## config.mk

```make
export PLATFORM = sky130hd
export DESIGN_NAME = input_encoder
export DESIGN_NICKNAME = d
export VERILOG_FILES = /design/src/rtl/input_encoder.sv
export SDC_FILE = /design/constraint.sdc
export NUM_CORES = 1
export LEC_CHECK = 0
export ABC_CLOCK_PERIOD_IN_PS = 2100
export CORE_MARGIN = 3
export CORE_UTILIZATION = 35
export CTS_CLUSTER_DIAMETER = 80
export DETAILED_ROUTE_END_ITERATION = 12
export GPL_TIMING_DRIVEN = 0
export MAX_ROUTING_LAYER = met4
export SETUP_SLACK_MARGIN = 0.4
export SYNTH_ARGS = -nofsm -noshare
export SYNTH_HDL_FRONTEND = slang
export SYNTH_SLANG_ARGS = --single-unit
```

## constraint.sdc

```tcl
create_clock -name clk -period 2.1 [get_ports clk]
set_input_delay 0.42 -clock clk [delete_from_list [all_inputs] [get_ports clk]]
set_output_delay 0.42 -clock clk [all_outputs]
set_load 0.005 [all_outputs]
```

## src/rtl/input_encoder.sv

```systemverilog
// input_encoder: serialises decoded worksheet records back into the puzzle
// ASCII byte stream. An argument is converted from binary to decimal with a
// sequential double-dabble and emitted most-significant digit first. An
// operand is emitted as '*' or '+'. Every field ends with ' ' or LF.
//
// Optional build macro:
//   INPUT_ENCODER_ALIGN_EN - left-pad every argument with spaces to DIGITS
//                            characters; operands are never padded.
module input_encoder #(
  parameter int ARG_DATA_WIDTH = 16,
  parameter int ARG_COL_WIDTH  = 10
) (
  input  logic                      clk,
  input  logic                      rst_n,
  input  logic                      arg_valid,
  output logic                      arg_ready,
  input  logic [ARG_DATA_WIDTH-1:0] arg_data,
  input  logic                      arg_last,
  input  logic                      operand_valid,
  output logic                      operand_ready,
  input  logic                      operand_mult_add,
  input  logic                      operand_last,
  output logic                      byte_valid,
  input  logic                      byte_ready,
  output logic [7:0]                byte_data,
  output logic [ARG_COL_WIDTH-1:0]  col_count,
  output logic                      busy
);

  // Decimal digits needed for 2^W-1: ceil(W * log10(2)), fixed-point log10(2).
  localparam int DIGITS = int'((64'(ARG_DATA_WIDTH) * 64'd30103 + 64'd99999) / 64'd100000);
  localparam int BCD_W  = 4 * DIGITS;
  localparam int IDX_W  = (DIGITS > 1) ? $clog2(DIGITS) : 1;
  localparam int CNT_W  = $clog2(ARG_DATA_WIDTH + 1);

  localparam logic [CNT_W-1:0] CONV_LAST = CNT_W'(ARG_DATA_WIDTH - 1);
  localparam logic [IDX_W-1:0] IDX_TOP   = IDX_W'(DIGITS - 1);

  localparam logic [7:0] CH_SPACE = 8'h20;
  localparam logic [7:0] CH_LF    = 8'h0A;
  localparam logic [7:0] CH_MULT  = 8'h2A;
  localparam logic [7:0] CH_ADD   = 8'h2B;

  typedef enum logic [2:0] {
    IDLE,
    CONVERT,
    EMIT_DIGIT,
    EMIT_OP,
    EMIT_SEP
  } state_t;

  // One double-dabble step: correct every BCD nibble that would overflow
  // past 9 on doubling, then shift the BCD:binary pair left by one.
  function automatic logic [BCD_W+ARG_DATA_WIDTH-1:0] dabble_step(
    input logic [BCD_W-1:0]          bcd,
    input logic [ARG_DATA_WIDTH-1:0] bin
  );
    logic [BCD_W-1:0] adj;
    adj = bcd;
    for (int i = 0; i < DIGITS; i++) begin
      if (adj[4*i +: 4] >= 4'd5) begin
        adj[4*i +: 4] = adj[4*i +: 4] + 4'd3;
      end
    end
    return {adj[BCD_W-2:0], bin, 1'b0};
  endfunction

  // Index of the most-significant nonzero nibble; 0 for a zero value so that
  // a single '0' is still emitted.
  function automatic logic [IDX_W-1:0] top_nonzero(input logic [BCD_W-1:0] bcd);
    logic [IDX_W-1:0] r;
    r = '0;
    for (int i = 0; i < DIGITS; i++) begin
      if (bcd[4*i +: 4] != 4'd0) begin
        r = IDX_W'(i);
      end
    end
    return r;
  endfunction

  // Select one BCD nibble by digit index.
  function automatic logic [3:0] nibble_at(
    input logic [BCD_W-1:0] bcd,
    input logic [IDX_W-1:0] idx
  );
    logic [3:0] r;
    r = 4'd0;
    for (int i = 0; i < DIGITS; i++) begin
      if (IDX_W'(i) == idx) begin
        r = bcd[4*i +: 4];
      end
    end
    return r;
  endfunction

  state_t                     state_q, state_d;
  logic [BCD_W-1:0]           bcd_q, bcd_d;
  logic [ARG_DATA_WIDTH-1:0]  bin_q, bin_d;
  logic [CNT_W-1:0]           cnt_q, cnt_d;
  logic [IDX_W-1:0]           idx_q, idx_d;
  logic                       last_q, last_d;
  logic                       mult_q, mult_d;
  logic [ARG_COL_WIDTH-1:0]   col_q, col_d;
`ifdef INPUT_ENCODER_ALIGN_EN
  logic [IDX_W-1:0]           pad_q, pad_d;
`endif

  logic byte_hs;
  logic arg_acc;
  logic op_acc;

  // Ready and valid are pure decodes of the registered state; ready is
  // additionally held low while reset is asserted, and an argument offered
  // in the same cycle wins over an operand.
  always_comb begin
    arg_ready     = rst_n && (state_q == IDLE);
    operand_ready = rst_n && (state_q == IDLE) && !arg_valid;
    byte_valid    = (state_q == EMIT_DIGIT) || (state_q == EMIT_OP) ||
                    (state_q == EMIT_SEP);
    busy          = (state_q != IDLE);
    byte_hs       = byte_valid && byte_ready;
    arg_acc       = arg_valid && arg_ready;
    op_acc        = operand_valid && operand_ready;
    col_count     = col_q;
  end

  // Character currently offered to the sink; only depends on held state, so
  // it stays stable for as long as the sink stalls.
  always_comb begin
    byte_data = 8'h00;
    case (state_q)
      EMIT_DIGIT: begin
`ifdef INPUT_ENCODER_ALIGN_EN
        if (pad_q != '0) begin
          byte_data = CH_SPACE;
        end else begin
          byte_data = {4'h3, nibble_at(bcd_q, idx_q)};
        end
`else
        byte_data = {4'h3, nibble_at(bcd_q, idx_q)};
`endif
      end
      EMIT_OP:  byte_data = mult_q ? CH_MULT : CH_ADD;
      EMIT_SEP: byte_data = last_q ? CH_LF : CH_SPACE;
      default:  byte_data = 8'h00;
    endcase
  end

  // Next-state and datapath update for the field sequencer.
  always_comb begin
    state_d = state_q;
    bcd_d   = bcd_q;
    bin_d   = bin_q;
    cnt_d   = cnt_q;
    idx_d   = idx_q;
    last_d  = last_q;
    mult_d  = mult_q;
    col_d   = col_q;
`ifdef INPUT_ENCODER_ALIGN_EN
    pad_d   = pad_q;
`endif

    case (state_q)
      IDLE: begin
        if (arg_acc) begin
          bin_d   = arg_data;
          bcd_d   = '0;
          cnt_d   = '0;
          last_d  = arg_last;
          state_d = CONVERT;
        end else if (op_acc) begin
          mult_d  = operand_mult_add;
          last_d  = operand_last;
          state_d = EMIT_OP;
        end
      end

      CONVERT: begin
        {bcd_d, bin_d} = dabble_step(bcd_q, bin_q);
        if (cnt_q == CONV_LAST) begin
          // The digit index comes from the fully converted value so the
          // first character is ready on the very next cycle.
          idx_d   = top_nonzero(bcd_d);
`ifdef INPUT_ENCODER_ALIGN_EN
          pad_d   = IDX_TOP - idx_d;
`endif
          state_d = EMIT_DIGIT;
        end else begin
          cnt_d = cnt_q + CNT_W'(1);
        end
      end

      EMIT_DIGIT: begin
        if (byte_hs) begin
`ifdef INPUT_ENCODER_ALIGN_EN
          if (pad_q != '0) begin
            pad_d = pad_q - IDX_W'(1);
          end else if (idx_q == '0) begin
            state_d = EMIT_SEP;
          end else begin
            idx_d = idx_q - IDX_W'(1);
          end
`else
          if (idx_q == '0) begin
            state_d = EMIT_SEP;
          end else begin
            idx_d = idx_q - IDX_W'(1);
          end
`endif
        end
      end

      EMIT_OP: begin
        if (byte_hs) begin
          state_d = EMIT_SEP;
        end
      end

      EMIT_SEP: begin
        if (byte_hs) begin
          // A row terminator restarts the column count; otherwise it wraps.
          col_d   = last_q ? '0 : col_q + ARG_COL_WIDTH'(1);
          state_d = IDLE;
        end
      end

      default: state_d = IDLE;
    endcase
  end

  // State and datapath registers; reset abandons any field in flight.
  always_ff @(posedge clk) begin
    if (!rst_n) begin
      state_q <= IDLE;
      bcd_q   <= '0;
      bin_q   <= '0;
      cnt_q   <= '0;
      idx_q   <= '0;
      last_q  <= 1'b0;
      mult_q  <= 1'b0;
      col_q   <= '0;
`ifdef INPUT_ENCODER_ALIGN_EN
      pad_q   <= '0;
`endif
    end else begin
      state_q <= state_d;
      bcd_q   <= bcd_d;
      bin_q   <= bin_d;
      cnt_q   <= cnt_d;
      idx_q   <= idx_d;
      last_q  <= last_d;
      mult_q  <= mult_d;
      col_q   <= col_d;
`ifdef INPUT_ENCODER_ALIGN_EN
      pad_q   <= pad_d;
`endif
    end
  end

  // Unused-in-some-builds guard: IDX_TOP only feeds the padding logic.
  logic unused_ok;
  assign unused_ok = ^IDX_TOP;

endmodule

```

==> flow_metrics.tcl, run 1 <==
set metrics [dict create \
    status "finished with violations" \
    violations "setup timing" \
    hold_slack_ps 469 \
    instances_no_fill 658 \
    ys_ff_latch 59 \
    yosys.area.top_type "dfxtp_1" \
    ir_worst_vdd_mv 0.705 \
    cts_tree "built" \
    final_nets 566 \
    power.leakage_nw 2.10 \
    synth_top_cells_by_count "dfxtp_1 (59), nor2_1 (51), a21oi_1 (27)" \
    antenna_found_initial 0 \
    hold_class "in -> reg" \
    rrSetupSlack_ps 150 \
    drv_slew 0 \
    vias_per_cell 5.18 \
    clk_pin_slew_ps 70 \
    syn_area_um2 3430 \
    dp_hpwl_um 6200 \
    use_met1_pct 22.7 \
    drtIter0Drc 149 \
    grt_max_degree 12 \
    gr-total-overflow 0 \
    start_util_pct 36.6 \
    synth_edf_count 0 \
    stdcell_area_um2 5560 \
    portBuffers 42 \
    synth_top_area_share_pct 34.5 \
    synthArstFlopShare_pct 0 \
    rsz0062_at_grt "yes" \
    first_pass_iters 4 \
    slew_headroom_pct 51.0 \
    grtUsageMet3_pct 4.01 \
    timing.rr.start "state_q[1]" \
    cts_buffers 9 \
    grt_pass1_wl_um 16000 \
    totalPowerFinal_mw 5.21 \
    yosysWarnings 0 \
    gp_congestion 0.855 \
    setup_viol 4 \
    layout_setup_ws_ps -287 \
    worstMarginPinSlew_ps 735 \
    cp-start-kind "register" \
    remaining_drc_errors 0 \
    wirelength_um 10400 \
    critical_path_arrival_ps 1970 \
    grt_usage_pct 18.3 \
    ys_top_cells_by_area "dfxtp_1 (34%), ha_1 (6.6%), nor2_1 (5.6%), nor2b_1 (4.4%), o221ai_1 (4.3%)" \
    grt_pass1_vias 3308 \
    fp.dieW_um 105 \
    fmax_ghz 0.419 \
    critPathKind "reg -> out" \
    yosysMostFrequentCell "dfxtp_1" \
    dp_cells 585 \
    core_um2 9370 \
    place_ws_ps -654 \
    cts_sinks 59 \
    post-route-min-period_ps 2390 \
    r2r-end "cnt_q[0]" \
    cts-root-buf "clkbuf_8" \
    fp.dieH_um 105 \
    routedWlPerCell_um 15.7 \
    synth_cell_types 57 \
    skew_ps 10.5 \
    hold_viol 0 \
    drive_gt1_share_pct 45.0 \
    power.density_nw_per_um2 937 \
    diodes 0 \
    placed_area_um2 4040 \
    startpoint "idx_q[1]" \
    endpoint "byte_data[3]" \
    met2_usage_pct 29.9 \
    clk_latency_ps 350 \
    htreeDepth 3 \
    vias 3410 \
    dieArea_um2 11000 \
    ys_dominant_reg_cell "dfxtp_1" \
    syn_area_per_cell_um2 8.29 \
    cts_buffer_depth 2 \
    yosysSeqAreaShare_pct 34.5 \
    hold_buffers 0 \
    critPathCaptureType "output pin" \
    cp_max_fo 7 \
    busiest_layer "met2" \
    rows 35 \
    ant_nets 0 \
    required_ps 1680 \
    ioPinCount 46 \
    maxCapViolCount 0 \
    r2r_cells 10 \
    period_share_pct 114 \
    syn2layout_area_growth_pct 62.3 \
    syn_inst 413 \
]
worst min-delay path by stage:
stage / slack (ps) / from / end / cells past startpoint
floorplan: 430 / bin_q[0] / bin_q[0] / 2
global placement: 460 / bin_q[0] / bin_q[0] / 2
detailed placement: 470 / bin_q[0] / bin_q[0] / 2
CTS: 420 / arg_valid / bin_q[0] / 3
global route: 470 / arg_valid / bin_q[0] / 3
finish: 470 / arg_valid / bin_q[0] / 3
per-layer routing:
metal  up-vias  share of wire (%)
met5         -                  0
met4         0                1.3
met2        59                 50
met1      1630                 46
li1       1708                  -
met3        13                3.2
stage by stage:
step / util [%] / setup TNS, ps
final: 59.3 / -985
after global routing: 59.3 / -1370
after CTS: 54.2 / -1110
after detailed placement: 43.1 / -6630
after global placement: 43.1 / -6520
after floorplan: - / 0
what timing repair did:
action                                  in CTS  in global routing
gates cloned                                 2                  0
gates resized for setup                    193                 73
endpoints found under the setup margin      61                 62
pin swaps                                   65                 49
setup buffers                               34                 21
worst max-delay path: stages (launching register included):
cell	delay (ps)
dfxtp_4	390
inv_6	50
ha_4	190
buf_6	130
a221oi_2	250
nor3_1	100
a21oi_1	190
o221ai_1	160
buf_2	170
where the power goes:
part	internal [mW]	switching, mW	total, mW	leakage, nW
combinational	1.50	1.28	2.78	1.52
clock	0.459	0.493	0.952	0.0924
sequential	1.30	0.181	1.48	0.493
placed cells by master (no fill, tap or decap), drive strengths merged, types with 2 or more instances in the layout:
| master | instances |
|---|---|
| o22ai | 3 |
| nor3 | 9 |
| a22oi | 10 |
| a211o | 2 |
| inv | 17 |
| o21ai | 21 |
| dlygate4sd2 | 2 |
| a21boi | 3 |
| nand4 | 3 |
| or3 | 3 |
| mux2i | 8 |
| xor2 | 7 |
| nand2 | 27 |
| a32o | 2 |
| a2bb2oi | 2 |
| mux2 | 3 |
| buf | 82 |
| a21oi | 27 |
| xnor2 | 6 |
| or3b | 4 |
| ha | 18 |
| clkdlybuf4s50 | 30 |
| nor2 | 51 |
| clkbuf | 19 |
| conb | 2 |
| and2 | 9 |
| nor2b | 24 |
| o21a | 3 |
| clkinv | 4 |
| a221oi | 3 |
| o221ai | 17 |
| dfxtp | 59 |
| nor3b | 6 |
| nand3 | 11 |
| a211oi | 5 |
| nand2b | 10 |
sequential cells by signal, indices dropped and copies added (netlist names):
name	count
col_count	10
state_q	3
bcd_q	20
bin_q	16
idx_q	3
mult_q	1
last_q	1
cnt_q	5
logic make-up (layout without fill, tap and decap cells):
kind of cell / count (synthesis) / after routing / share of synthesized area [%]
other: 1 / 2 / 0.109
xor gates and xnor gates: 13 / 13 / 3.32
buffers and inverters: 40 / 155 / 5.37
and+or+nand+nor: 163 / 163 / 24.7
DFF: 59 / 59 / 34.5
AOI/OAI and AO/OA: 108 / 108 / 22.1
adders and majority gates: 18 / 18 / 6.57
muxes: 11 / 11 / 3.32
cell type report:
cell class / count / area, µm²
fillers: 805 / 3810
multi-input cells: 315 / 2760
flip-flops and latches: 59 / 1230
repair buffers: 99 / 927
plain buffers: 24 / 225
well taps: 129 / 161
clock buffers: 10 / 138
inverters: 16 / 80.1
clock inverters: 6 / 40.0
No activity file was read; power rests on OpenSTA's default activity.
==> inputs of run 2 (changes only) <==
SETUP_SLACK_MARGIN = default   (was 0.4)
==> run 2 against run 1 <==
  * The run still ends with setup timing left
  * Clock power up 39%
  * Register-to-register slack better by 20 ps
  * Die area unchanged
  * Sequential share of layout area up 3.9 points
  * Global-route usage down 1.6 points
  * Maximum frequency up 4.2%
  * Final area down 17%
  * Hold slack worse by 7.2 ps
  * Critical path type unchanged
  * Critical endpoint is now byte_data[0]
  * Largest cell class unchanged
==> flow_metrics.tcl, run 2 (synthesis gave the netlist of run 1 again) <==
set metrics [dict create \
    cp_max_fo 8 \
    hold_viol 0 \
    cp-start-kind "register" \
    ir_worst_vdd_mv 0.582 \
    diodes 0 \
    syn2layout_area_growth_pct 34.7 \
    p_sw_mw 1.48 \
    ant_nets 0 \
    slew_headroom_pct 52.9 \
    routed.top_layer "met4" \
    violations "setup timing" \
    routedWlPerCell_um 14.5 \
    maxCapViolCount 0 \
    critical_path_arrival_ps 1870 \
    r2r-end "idx_q[1]" \
    drtIter0Drc 107 \
    wirelength_um 8990 \
    largest_register "bcd_q" \
    grt_usage_pct 16.7 \
    grt_pass1_vias 2987 \
    dieArea_um2 11000 \
    final_nets 528 \
    mostFrequentLayoutCells "dfxtp_1 (54), nor2_1 (51), clkdlybuf4s50_1 (31), nand2_1 (26), buf_4 (25)" \
    hold_path_depth 3 \
    antenna_found_initial 0 \
    grt_pass1_wl_um 14500 \
    vias 3193 \
    r2r_cells 7 \
    ioPinCount 46 \
    largest_reg_flops 20 \
    core_um2 9370 \
    p_comb_share_pct 38.2 \
    fp.dieW_um 105 \
    rsz0062_at_grt "yes" \
    instances_no_fill 619 \
    power.leakage_nw 1.83 \
    required_ps 1680 \
    cts_tree "built" \
    layout_setup_ws_ps -191 \
    hp-start "arg_valid" \
    dp_cells 585 \
    htreeDepth 3 \
    worstMarginPinSlew_ps 703 \
    gp_congestion 0.838 \
    gr-total-overflow 0 \
    portBuffers 42 \
    power.density_nw_per_um2 957 \
    dp_hpwl_um 6280 \
    hold_buffers 0 \
    hold_path_end "bin_q[0]" \
    p_sw_share_pct 33.5 \
    cts_sinks 59 \
    cts-root-buf "clkbuf_8" \
    vias_per_cell 5.16 \
    fmax_ghz 0.437 \
    timing.rr.start "bcd_q[17]" \
    critPathKind "reg -> out" \
    period_share_pct 109 \
    cts_buffer_depth 2 \
    drv_slew 0 \
    power_frac_clock_pct 29.8 \
    final_common_cell "dfxtp_1" \
    status "finished with violations" \
    fp.dieH_um 105 \
    drive_gt1_share_pct 21.0 \
    skew_ps 9.53 \
    rows 35 \
    rrSetupSlack_ps 170 \
    remaining_drc_errors 0 \
    setup_tns_ps -668 \
    cts_buffers 9 \
    internal_power_mw 2.93 \
    seqPwrFrac_pct 32.0 \
    grt_max_degree 11 \
    clk_pin_slew_ps 70 \
    setup_viol 4 \
    post-route-min-period_ps 2290 \
    m1WireLength_um 4310 \
    hold_slack_ps 462 \
    wl_met2_um 4190 \
    clk_latency_ps 350 \
    start_util_pct 36.6 \
    dr_wl_met3_um 333 \
    hold_class "in -> reg" \
    place_ws_ps -691 \
    critPathCaptureType "output pin" \
    first_pass_iters 4 \
]
[run 2: cell count changes in the layout (fill, tap and decap cells not counted), sizes merged]
| cell | previous run | this run |
|---|---|---|
| buf | 82 | 40 |
| bufinv | 0 | 3 |
| clkdlybuf4s15 | 0 | 1 |
| clkdlybuf4s50 | 30 | 31 |
| clkinv | 4 | 0 |
| dlymetal6s2s | 0 | 3 |
| inv | 17 | 16 |
[run 2: layout make-up]
| class | count | area [µm²] |
|---|---|---|
| fillers | 910 | 4760 |
| multi-input cells | 315 | 2230 |
| flip-flops and latches | 59 | 1200 |
| repair buffers | 63 | 562 |
| well taps | 129 | 161 |
| clock buffers | 11 | 151 |
| plain buffers | 22 | 144 |
| clock inverters | 4 | 97.6 |
| inverters | 16 | 67.6 |
[run 2: routing by layer]
layer | vias up | global-route usage, %
met5 | - | -
met4 | 0 | 4.97
met3 | 17 | 4.08
met2 | 54 | 26.0
met1 | 1507 | 21.6
li1 | 1615 | -
[run 2: power groups by stage]
stage                     Sequential (mW)  Clock, mW  Combinational, mW
after CTS                            1.40       1.34               1.52
after detailed placement             1.43          0               1.34
after global placement               1.42          0               1.32
final                                1.41       1.32               1.68
after floorplan                      1.39          0              0.876
after global routing                 1.44       1.39               1.84
[run 2: per-stage QoR]
stage	instance area [µm²]	power [mW]	utilization, %
floorplan	3430	2.27	-
global placement	4010	2.74	42.8
detailed placement	4010	2.76	42.8
CTS	4460	4.26	47.6
global route	4610	4.67	49.2
finish	4610	4.41	49.2
[run 2: critical path: stages (launching register included)]
cell	delay [ps]
dfxtp_4	360
buf_4	140
ha_4	180
a21oi_2	130
o21ai_1	100
a221o_1	360
a21oi_2	120
buf_2	120
[run 2: worst max path at each step]
stage / cells after the start / from / to
floorplan: 8 / idx_q[0] / byte_data[0]
global placement: 4 / rst_n / operand_ready
detailed placement: 4 / rst_n / operand_ready
CTS: 8 / idx_q[1] / byte_data[0]
global route: 7 / idx_q[1] / byte_data[0]
finish: 7 / idx_q[1] / byte_data[0]
[run 2: what timing repair did]
item / in CTS / in global routing
endpoints found under the setup margin: 10 / 12
pin swaps: 13 / 6
resized for setup: 59 / 27
setup buffers: 13 / 8
